**src/rtl/seq_detect_defs.vh**
```
// Default build constants for the programmable sequence detector.
`ifndef SEQ_DETECT_DEFS_VH
`define SEQ_DETECT_DEFS_VH
`define SEQ_DETECT_PAT_W   5
`define SEQ_DETECT_CNT_W   8
`define SEQ_DETECT_DEF_PAT 5'b10110
`endif

```
**src/rtl/prog_seq_detect_pkg.sv**
```systemverilog
// Shared types, defaults and helpers for prog_seq_detect.
package prog_seq_detect_pkg;
`include "seq_detect_defs.vh"

    localparam int unsigned           DEF_PAT_W   = `SEQ_DETECT_PAT_W;
    localparam int unsigned           DEF_CNT_W   = `SEQ_DETECT_CNT_W;
    localparam logic [DEF_PAT_W-1:0]  DEF_PAT_VAL = `SEQ_DETECT_DEF_PAT;

    // What the datapath does on a given edge; load outranks a valid bit.
    typedef enum logic [1:0] {
        ACT_HOLD  = 2'd0,
        ACT_SHIFT = 2'd1,
        ACT_LOAD  = 2'd2
    } seq_act_e;

    // Bits needed to hold a fill count of 0..pat_w inclusive.
    function automatic int fill_width(input int pat_w);
        return $clog2(pat_w + 1);
    endfunction

endpackage

```
**src/rtl/prog_seq_detect_sat_counter.sv**
```systemverilog
// Saturating up-counter with synchronous clear; clear plus increment lands on 1.
module sat_counter #(
    parameter int W = 8
) (
    input  logic         clk,
    input  logic         rst_n,
    input  logic         inc,
    input  logic         clr,
    output logic [W-1:0] cnt,
    output logic         sat
);

    localparam logic [W-1:0] CNT_MAX = {W{1'b1}};

    logic [W-1:0] r_cnt;
    logic         r_sat;
    logic [W-1:0] w_cnt_nxt;

    // Next count: clear wins, but a coincident increment still counts once.
    always_comb begin
        w_cnt_nxt = r_cnt;
        if (clr) begin
            w_cnt_nxt = inc ? W'(1) : {W{1'b0}};
        end else if (inc && (r_cnt != CNT_MAX)) begin
            w_cnt_nxt = r_cnt + W'(1);
        end else begin
            w_cnt_nxt = r_cnt;
        end
    end

    // Count and saturation flag registers.
    always_ff @(posedge clk or negedge rst_n) begin
        if (!rst_n) begin
            r_cnt <= {W{1'b0}};
            r_sat <= 1'b0;
        end else begin
            r_cnt <= w_cnt_nxt;
            r_sat <= (w_cnt_nxt == CNT_MAX);
        end
    end

    assign cnt = r_cnt;
    assign sat = r_sat;

endmodule

```
**src/rtl/prog_seq_detect.sv**
```systemverilog
// Serial pattern detector with a runtime-loadable pattern, overlap control
// and a saturating match counter.
module prog_seq_detect
    import prog_seq_detect_pkg::*;
#(
    parameter int               PAT_W   = DEF_PAT_W,
    parameter int               CNT_W   = DEF_CNT_W,
    parameter logic [PAT_W-1:0] DEF_PAT = PAT_W'(DEF_PAT_VAL)
) (
    input  logic             clk,
    input  logic             rst_n,
    input  logic             din,
    input  logic             din_valid,
    input  logic             overlap,
    input  logic             pat_load,
    input  logic [PAT_W-1:0] pat_in,
    input  logic             cnt_clr,
    output logic             flag,
    output logic [CNT_W-1:0] match_cnt,
    output logic             cnt_sat
);

    localparam int               FILL_W    = fill_width(PAT_W);
    localparam logic [FILL_W-1:0] FILL_FULL = FILL_W'(PAT_W);

    logic [PAT_W-1:0]  r_pat;
    logic [PAT_W-1:0]  r_hist;
    logic [FILL_W-1:0] r_fill;
    logic              r_flag;

    seq_act_e          w_act;
    logic [PAT_W-1:0]  w_hist_shift;
    logic [FILL_W-1:0] w_fill_inc;
    logic [PAT_W-1:0]  w_pat_nxt;
    logic [PAT_W-1:0]  w_hist_nxt;
    logic [FILL_W-1:0] w_fill_nxt;
    logic              w_match;

    // Candidate history/fill for an accepted bit, and the edge action.
    always_comb begin
        w_hist_shift = {r_hist[PAT_W-2:0], din};
        if (r_fill == FILL_FULL) begin
            w_fill_inc = r_fill;
        end else begin
            w_fill_inc = r_fill + FILL_W'(1);
        end
        if (pat_load) begin
            w_act = ACT_LOAD;
        end else if (din_valid) begin
            w_act = ACT_SHIFT;
        end else begin
            w_act = ACT_HOLD;
        end
    end

    // Next-state selection; a non-overlap match restarts the fill count.
    always_comb begin
        w_pat_nxt  = r_pat;
        w_hist_nxt = r_hist;
        w_fill_nxt = r_fill;
        w_match    = 1'b0;
        case (w_act)
            ACT_LOAD: begin
                w_pat_nxt  = pat_in;
                w_hist_nxt = {PAT_W{1'b0}};
                w_fill_nxt = {FILL_W{1'b0}};
            end
            ACT_SHIFT: begin
                w_hist_nxt = w_hist_shift;
                w_match    = (w_hist_shift == r_pat) && (w_fill_inc == FILL_FULL);
                w_fill_nxt = (w_match && !overlap) ? {FILL_W{1'b0}} : w_fill_inc;
            end
            default: begin
                w_pat_nxt  = r_pat;
                w_hist_nxt = r_hist;
                w_fill_nxt = r_fill;
            end
        endcase
    end

    // Pattern, history, fill and flag registers.
    always_ff @(posedge clk or negedge rst_n) begin
        if (!rst_n) begin
            r_pat  <= DEF_PAT;
            r_hist <= {PAT_W{1'b0}};
            r_fill <= {FILL_W{1'b0}};
            r_flag <= 1'b0;
        end else begin
            r_pat  <= w_pat_nxt;
            r_hist <= w_hist_nxt;
            r_fill <= w_fill_nxt;
            r_flag <= w_match;
        end
    end

    sat_counter #(
        .W (CNT_W)
    ) u_sat_counter (
        .clk   (clk),
        .rst_n (rst_n),
        .inc   (w_match),
        .clr   (cnt_clr),
        .cnt   (match_cnt),
        .sat   (cnt_sat)
    );

    assign flag = r_flag;

endmodule

```
**config.mk**
```make
export PLATFORM = sky130hd
export DESIGN_NAME = prog_seq_detect
export DESIGN_NICKNAME = d
export VERILOG_FILES = /design/src/rtl/prog_seq_detect_pkg.sv /design/src/rtl/prog_seq_detect_sat_counter.sv /design/src/rtl/prog_seq_detect.sv
export VERILOG_INCLUDE_DIRS = /design/src /design/src/rtl
export SDC_FILE = /design/constraint.sdc
export NUM_CORES = 1
export LEC_CHECK = 0
export ABC_AREA = 1
export ABC_CLOCK_PERIOD_IN_PS = 1400
export CORE_ASPECT_RATIO = 1.5
export CORE_MARGIN = 5
export CORE_UTILIZATION = 47
export DETAILED_ROUTE_END_ITERATION = 8
export PLACE_DENSITY = 0.75
export RECOVER_POWER = 100
export SYNTH_ARGS = -nofsm -noshare
export SYNTH_HDL_FRONTEND = slang
export SYNTH_SLANG_ARGS = --single-unit
```
**constraint.sdc**
```tcl
create_clock -name clk -period 1.4 [get_ports clk]
set_input_delay 0.28 -clock clk [delete_from_list [all_inputs] [get_ports clk]]
set_output_delay 0.28 -clock clk [all_outputs]
set_load 0.05 [all_outputs]
```
**Word level (Yosys, flattened, before mapping)**

Index checks and enable logic that the tools add are counted.

- Multipliers: 0
- Div/mod/pow operators: 0
- Eq/ne operators: 7
- Multiplexer cells: 10
- Reductions and logical operators: 5
- Shifts and indexed selects: 0
- Add/subtract/negate cells: 2
- Order comparisons: 0
- Bitwise logic cells: 0

Operator list:

| kind | count |
|---|---|
| $mux W8 | 2 |
| $add A8 B1 Y8 const B | 1 |
| $eq A8 B8 Y1 const B | 1 |
| $ne A8 B8 Y1 const B | 1 |
| $pmux W4 S2 | 1 |
| $eq A3 B3 Y1 const B | 2 |
| $mux W3 | 2 |
| $pmux W3 S2 | 1 |
| $eq A5 B5 Y1 | 1 |
| $add A3 B1 Y3 const B | 1 |
| $logic_and A1 B1 Y1 | 3 |
| $mux W1 | 3 |
| $eq A2 B1 Y1 const B | 1 |
| $eq A2 B2 Y1 const B | 1 |
| $mux W2 | 1 |
| $reduce_bool A2 Y1 | 1 |
| $logic_not A1 Y1 | 1 |

- Word-level logic and storage cells: 30
- Flip-flop bits (word level): 22
- Memories kept: 0
- Latch bits: 0
- Output and inout bits: 10
- ROM bits: 0
- Memory bits (writable): 0

**Depth between registers and ports, before layout**

- Depth after elaboration: 9
- Gate-level depth with buffers: 13

**Cells and area by module**

Synthesis repeated with hierarchy kept, for this count alone.

- Cells, all modules: 171
- Area total of the unflattened synthesis: 1,278.7 um2

By module, submodules not included:

| module | area an instance (um2) | seq. area each (um2) | times used | cells an instance |
|---|---|---|---|---|
| prog_seq_detect | 678.2 | 329.1 | 1 | 87 |
| sat_counter | 600.6 | 225.2 | 1 | 84 |

**Least setup slack after synthesis**

No wires, ideal clock.

- Path kind: flip-flop to flip-flop
- Start point: register u_sat_counter.r_cnt[1], in the netlist u_sat_counter.cnt[1]
- End point: register u_sat_counter.r_sat, in the netlist u_sat_counter.sat
- Arrival: 1.794 ns
- Data required time: 1.329 ns
- Path buffers: 0
- Slack: -0.466 ns
- Stages on the path, launching flop included: 12
- Period minus slack after synthesis: 1.866 ns
- Cell sequence: dfrtp_1 -> ha_1 -> nand3_2 -> inv_1 -> nand2_2 -> nand4_2 -> nand2_1 -> nand2_1 -> nand2_1 -> nor2_1 -> nand2_1 -> nor2_1

- Cells in the longest elaborated chain, start to end: 5
- Elaborated cells on any way between the ends: 6
- Those cells by class: 1 x add/sub; 2 x eq/ne; 2 x mux; 1 x reduce/logical

RTL lines:

| item | RTL line | text |
|---|---|---|
| start, declared | prog_seq_detect_sat_counter.sv:15 | `logic [W-1:0] r_cnt;` |
| start signal, assigned | prog_seq_detect_sat_counter.sv:34 | `r_cnt <= {W{1'b0}};` |
| start signal, assigned | prog_seq_detect_sat_counter.sv:37 | `r_cnt <= w_cnt_nxt;` |
| branches (longest 2 deep; another with $add A8 B1 Y8) | -- |  |
| $mux W8 (*) | prog_seq_detect_sat_counter.sv:24 | `end else if (inc && (r_cnt != CNT_MAX)) begin` |
| $mux W8 (*) | prog_seq_detect_sat_counter.sv:22 | `if (clr) begin` |
| $eq A8 B8 Y1 (*) | prog_seq_detect_sat_counter.sv:38 | `r_sat <= (w_cnt_nxt == CNT_MAX);` |
| end signal, assigned | prog_seq_detect_sat_counter.sv:38 |  |
| end, declared | prog_seq_detect_sat_counter.sv:16 | `logic r_sat;` |

Every way passes the cells marked *.
A chain may end at the register's enable or synchronous reset.

**Worst setup path after layout**

- Start point: register r_pat[2]
- End point: register u_sat_counter.r_sat, in the netlist u_sat_counter.sat

- Cells in the longest elaborated chain, start to end: 7
- Elaborated cells on any way between the ends: 8
- Those cells by class: 2 x eq/ne; 4 x mux; 2 x reduce/logical

RTL lines:

| item | RTL line | text |
|---|---|---|
| start, declared | prog_seq_detect.sv:26 | `logic [PAT_W-1:0] r_pat;` |
| start signal, assigned | prog_seq_detect.sv:89 | `r_pat <= w_pat_nxt;` |
| $eq A5 B5 Y1 | prog_seq_detect.sv:70 | `w_match = (w_hist_shift == r_pat) && (w_fill_inc == FILL_FULL);` |
| $logic_and A1 B1 Y1 | prog_seq_detect.sv:70 |  |
| $mux W1 | prog_seq_detect.sv:62 | `case (w_act)` |
| named net u_sat_counter.inc | prog_seq_detect_sat_counter.sv:7 | `input logic inc,` |
| $logic_and A1 B1 Y1 | prog_seq_detect_sat_counter.sv:24 |  |
| $mux W8 | prog_seq_detect_sat_counter.sv:24 |  |
| $mux W8 | prog_seq_detect_sat_counter.sv:22 |  |
| named net u_sat_counter.w_cnt_nxt[1] | prog_seq_detect_sat_counter.sv:17 | `logic [W-1:0] w_cnt_nxt;` |
| $eq A8 B8 Y1 | prog_seq_detect_sat_counter.sv:38 |  |

The timed path passes the listed nets, and every way through them passes these cells.

==> run metrics <==
status=complete, but fails checks; failing checks=setup timing; Max Slew Vio Count=0; final WL=4.15 mm; Final Hold Fails=0; Port-buffer cells=21; crit path DAT=1.92 ns; combinational share of power=17.5%; I/O Pins=22; commonest non-fill, non-tap cell in the layout=nand2_1; critical path, cell by cell=inv_2 -> nand2_2 -> nand2_2 -> nor2_4 -> inv_6 -> nor3_4 -> buf_4 -> nand3_1 -> a21oi_2 -> nand3_1 -> nor2_1; WL/cell=15.1 um; ANT cells=0; CP top delay family=simple AND/OR/NAND/NOR gates; top-area cell type share of the netlist area=35.4%; CP Max Fanout=3; Mapped Area=0.00134 sq mm; CP startpoint kind=flip-flop; first-pass GRT wire length=6.87 mm; Crit path buffers/inverters=3; CP required=1.59 ns; H-Tree Level Count=1; Routed Antenna Nets=0; Hold WC Path Type=reg -> reg; DR pass1 iterations=4; die area=0.00404 sq mm; number of cell rows=23; Final #Nets=254; Starting Density=49.6%; area delta synth->final=57.0%; Yosys warnings=0; CP Class=reg -> reg; Final Util=77.8%; Avg Cell Area, Syn=7.54 sq um; fin crit period=1.73 ns; PwrDens=650 mW/mm^2; slowest stage delay, CP=0.54 ns; core area=0.00271 sq mm; post-route clock skew=0.00328 ns; hold buffers post-CTS=0; Vias=1414; vias per cell=5.14; internal power=1.02 mW; largest net degree at the start of global routing=23; sw frac=25.3%; GRT Total Usage=23.5%; RSZ-0062 raised after global routing=true; peak supply drop=0.000519 V; Post-Synth Adder-Cell Area=2.80%; simple-gate area share of the yosys netlist=34.0%; Worst-Margin Slew=0.558 ns; total grt overflow=0; top cells by area, synth=dfrtp_1 (35%), nand2_1 (14%), inv_1 (7.8%); DR iter-0 viols=31; Psw=0.346 mW; Synth Area in Compound Gates=8.02%; Leak=1.02 nW; clk_lat worst skew=0.26 ns; CTS Buf Count=3; Worst Setup End Kind=flip-flop; Yosys reg bits=22; Sink Count=22; Min Hold Slack=0.512 ns; fmax=0.579 GHz; CTS max path bufs=2; most frequent cells in the layout=nand2_1 (36), buf_4 (27), inv_1 (20), nand2_2 (18); slowest stage cell, crit path=dfstp_2; Slew HR=62.8%; root buffer cell=clkbuf_8; setup violators final=17; post-synth net total=193; MaxCap Viol Count=0; largest family of logic cells by synthesized area=simple AND/OR/NAND/NOR gates; Clk pwr share=32.8%; Flop pwr share=49.7%; fin worst setup slack=-0.327 ns; initial antenna violation count=0; synth unique cells=26; Worst-path clk slew=0.08 ns; GPL Wtd Cong=0.900; CTS tree=yes; DRC violations left=0; vias in the first global route=1550; die width=53.6 um; Die Span Y=75.4 um; crit share post-route=123%; DPL Wire Length=3.00 mm; mux cell area share after synthesis=0.746%; XOR/XNOR Fraction of Synth Area=2.61%; Yosys top cell by area=dfrtp_1; sequential cell area fraction in the yosys report=41.3%; Syn Inst Count=178; fraction of layout cells with a size suffix above 1=47.1%
==> power groups by stage <==
| stage | clock network [mW] | logic [mW] | registers, mW |
|---|---|---|---|
| floorplan | 0 | 0.0987 | 0.687 |
| global placement | 0 | 0.198 | 0.689 |
| detailed placement | 0 | 0.206 | 0.691 |
| CTS | 0.458 | 0.228 | 0.680 |
| global route | 0.492 | 0.260 | 0.684 |
| finish | 0.449 | 0.239 | 0.680 |
==> state kept, by name, summed over array words and instances (netlist names) <==
register,cells
flag,1
r_hist,4
r_pat,5
u_sat_counter.sat,1
u_sat_counter.cnt,8
r_fill,3
==> worst paths after layout <==
check	start	endpoint	slack, ns	cells after the start
min reg2reg	r_pat[1]$_DFFE_PN1N_	r_pat[1]$_DFFE_PN1N_	0.51	2
min in group asynchronous	rst_n	r_fill[0]$_DFFE_PN0P_	0.53	2
max in group asynchronous	rst_n	u_sat_counter.cnt[2]$_DFF_PN0_	0.47	2
min	r_pat[1]$_DFFE_PN1N_	r_pat[1]$_DFFE_PN1N_	0.51	2
max	r_pat[2]$_DFFE_PN1N_	u_sat_counter.sat$_DFF_PN0_	-0.33	11
max reg2reg	r_pat[2]$_DFFE_PN1N_	u_sat_counter.sat$_DFF_PN0_	-0.33	11
==> cells in the mapped netlist (all sizes together) <==
master,instances
xnor2,1
ha,3
dfstp,3
clkbuf,2
o22ai,6
dfrtp,19
mux2i,1
nand2,56
a21oi,2
nor2,18
buf,1
nand4,10
nor3,1
o211ai,1
or2,1
o21ai,9
inv,33
nand3,8
xor2,3
==> routing by layer <==
metal  wire length (um)  global-route usage (%)  share of wire [%]  up-vias
li1                   -                       -                  -      681
met1               1450                    23.8                 35      669
met2               2380                    44.3                 57       49
met3                151                    2.74                3.6       15
met4                171                    14.2                4.1        0
met5                  0                       0                  0        -
==> area by class of cell <==
class	count	area, sq um
Inverter	33	129
Multi-Input combinational cell	120	759
Fill cell	190	599
Sequential cell	22	563
Tap cell	37	46.3
Clock buffer	4	55.1
Timing Repair Buffer	59	553
==> what timing repair did <==
item                       4_1_cts  5_1_grt
pin swaps                       20        8
setup buffers                    3        3
gates resized for setup         20       13
setup endpoints to repair       12       13
==> kinds of logic (layout without fill, tap and decap cells) <==
kind of cell / count (synthesis) / in the layout
adder cells (fa/ha/maj): 3 / 3
AO/OA/AOI/OAI: 18 / 18
AND/OR/NAND/NOR: 94 / 94
XOR/XNOR: 4 / 4
multiplexers: 1 / 1
flip-flops: 22 / 22
buffers and inverters: 36 / 96
==> per-stage QoR <==
| step | std cells | setup slack [ns] | area, sq um | TNS (ns) | power (mW) |
|---|---|---|---|---|---|
| after floorplan | 178 | -0.177 | 1390 | -0.369 | 0.786 |
| after global placement | 266 | -0.486 | 1980 | -4.63 | 0.887 |
| after detailed placement | 266 | -0.549 | 1980 | -5.76 | 0.897 |
| after CTS | 273 | -0.277 | 2110 | -2.23 | 1.37 |
| after global routing | 275 | -0.427 | 2110 | -4.07 | 1.44 |
| final | 275 | -0.327 | 2110 | -3.07 | 1.37 |
==> worst min-delay path: stages, from the launching register on <==
cell     delay, ns
dfstp_2       0.38
inv_2         0.05
o21ai_0       0.07
Power figures use the tool's default switching activity.
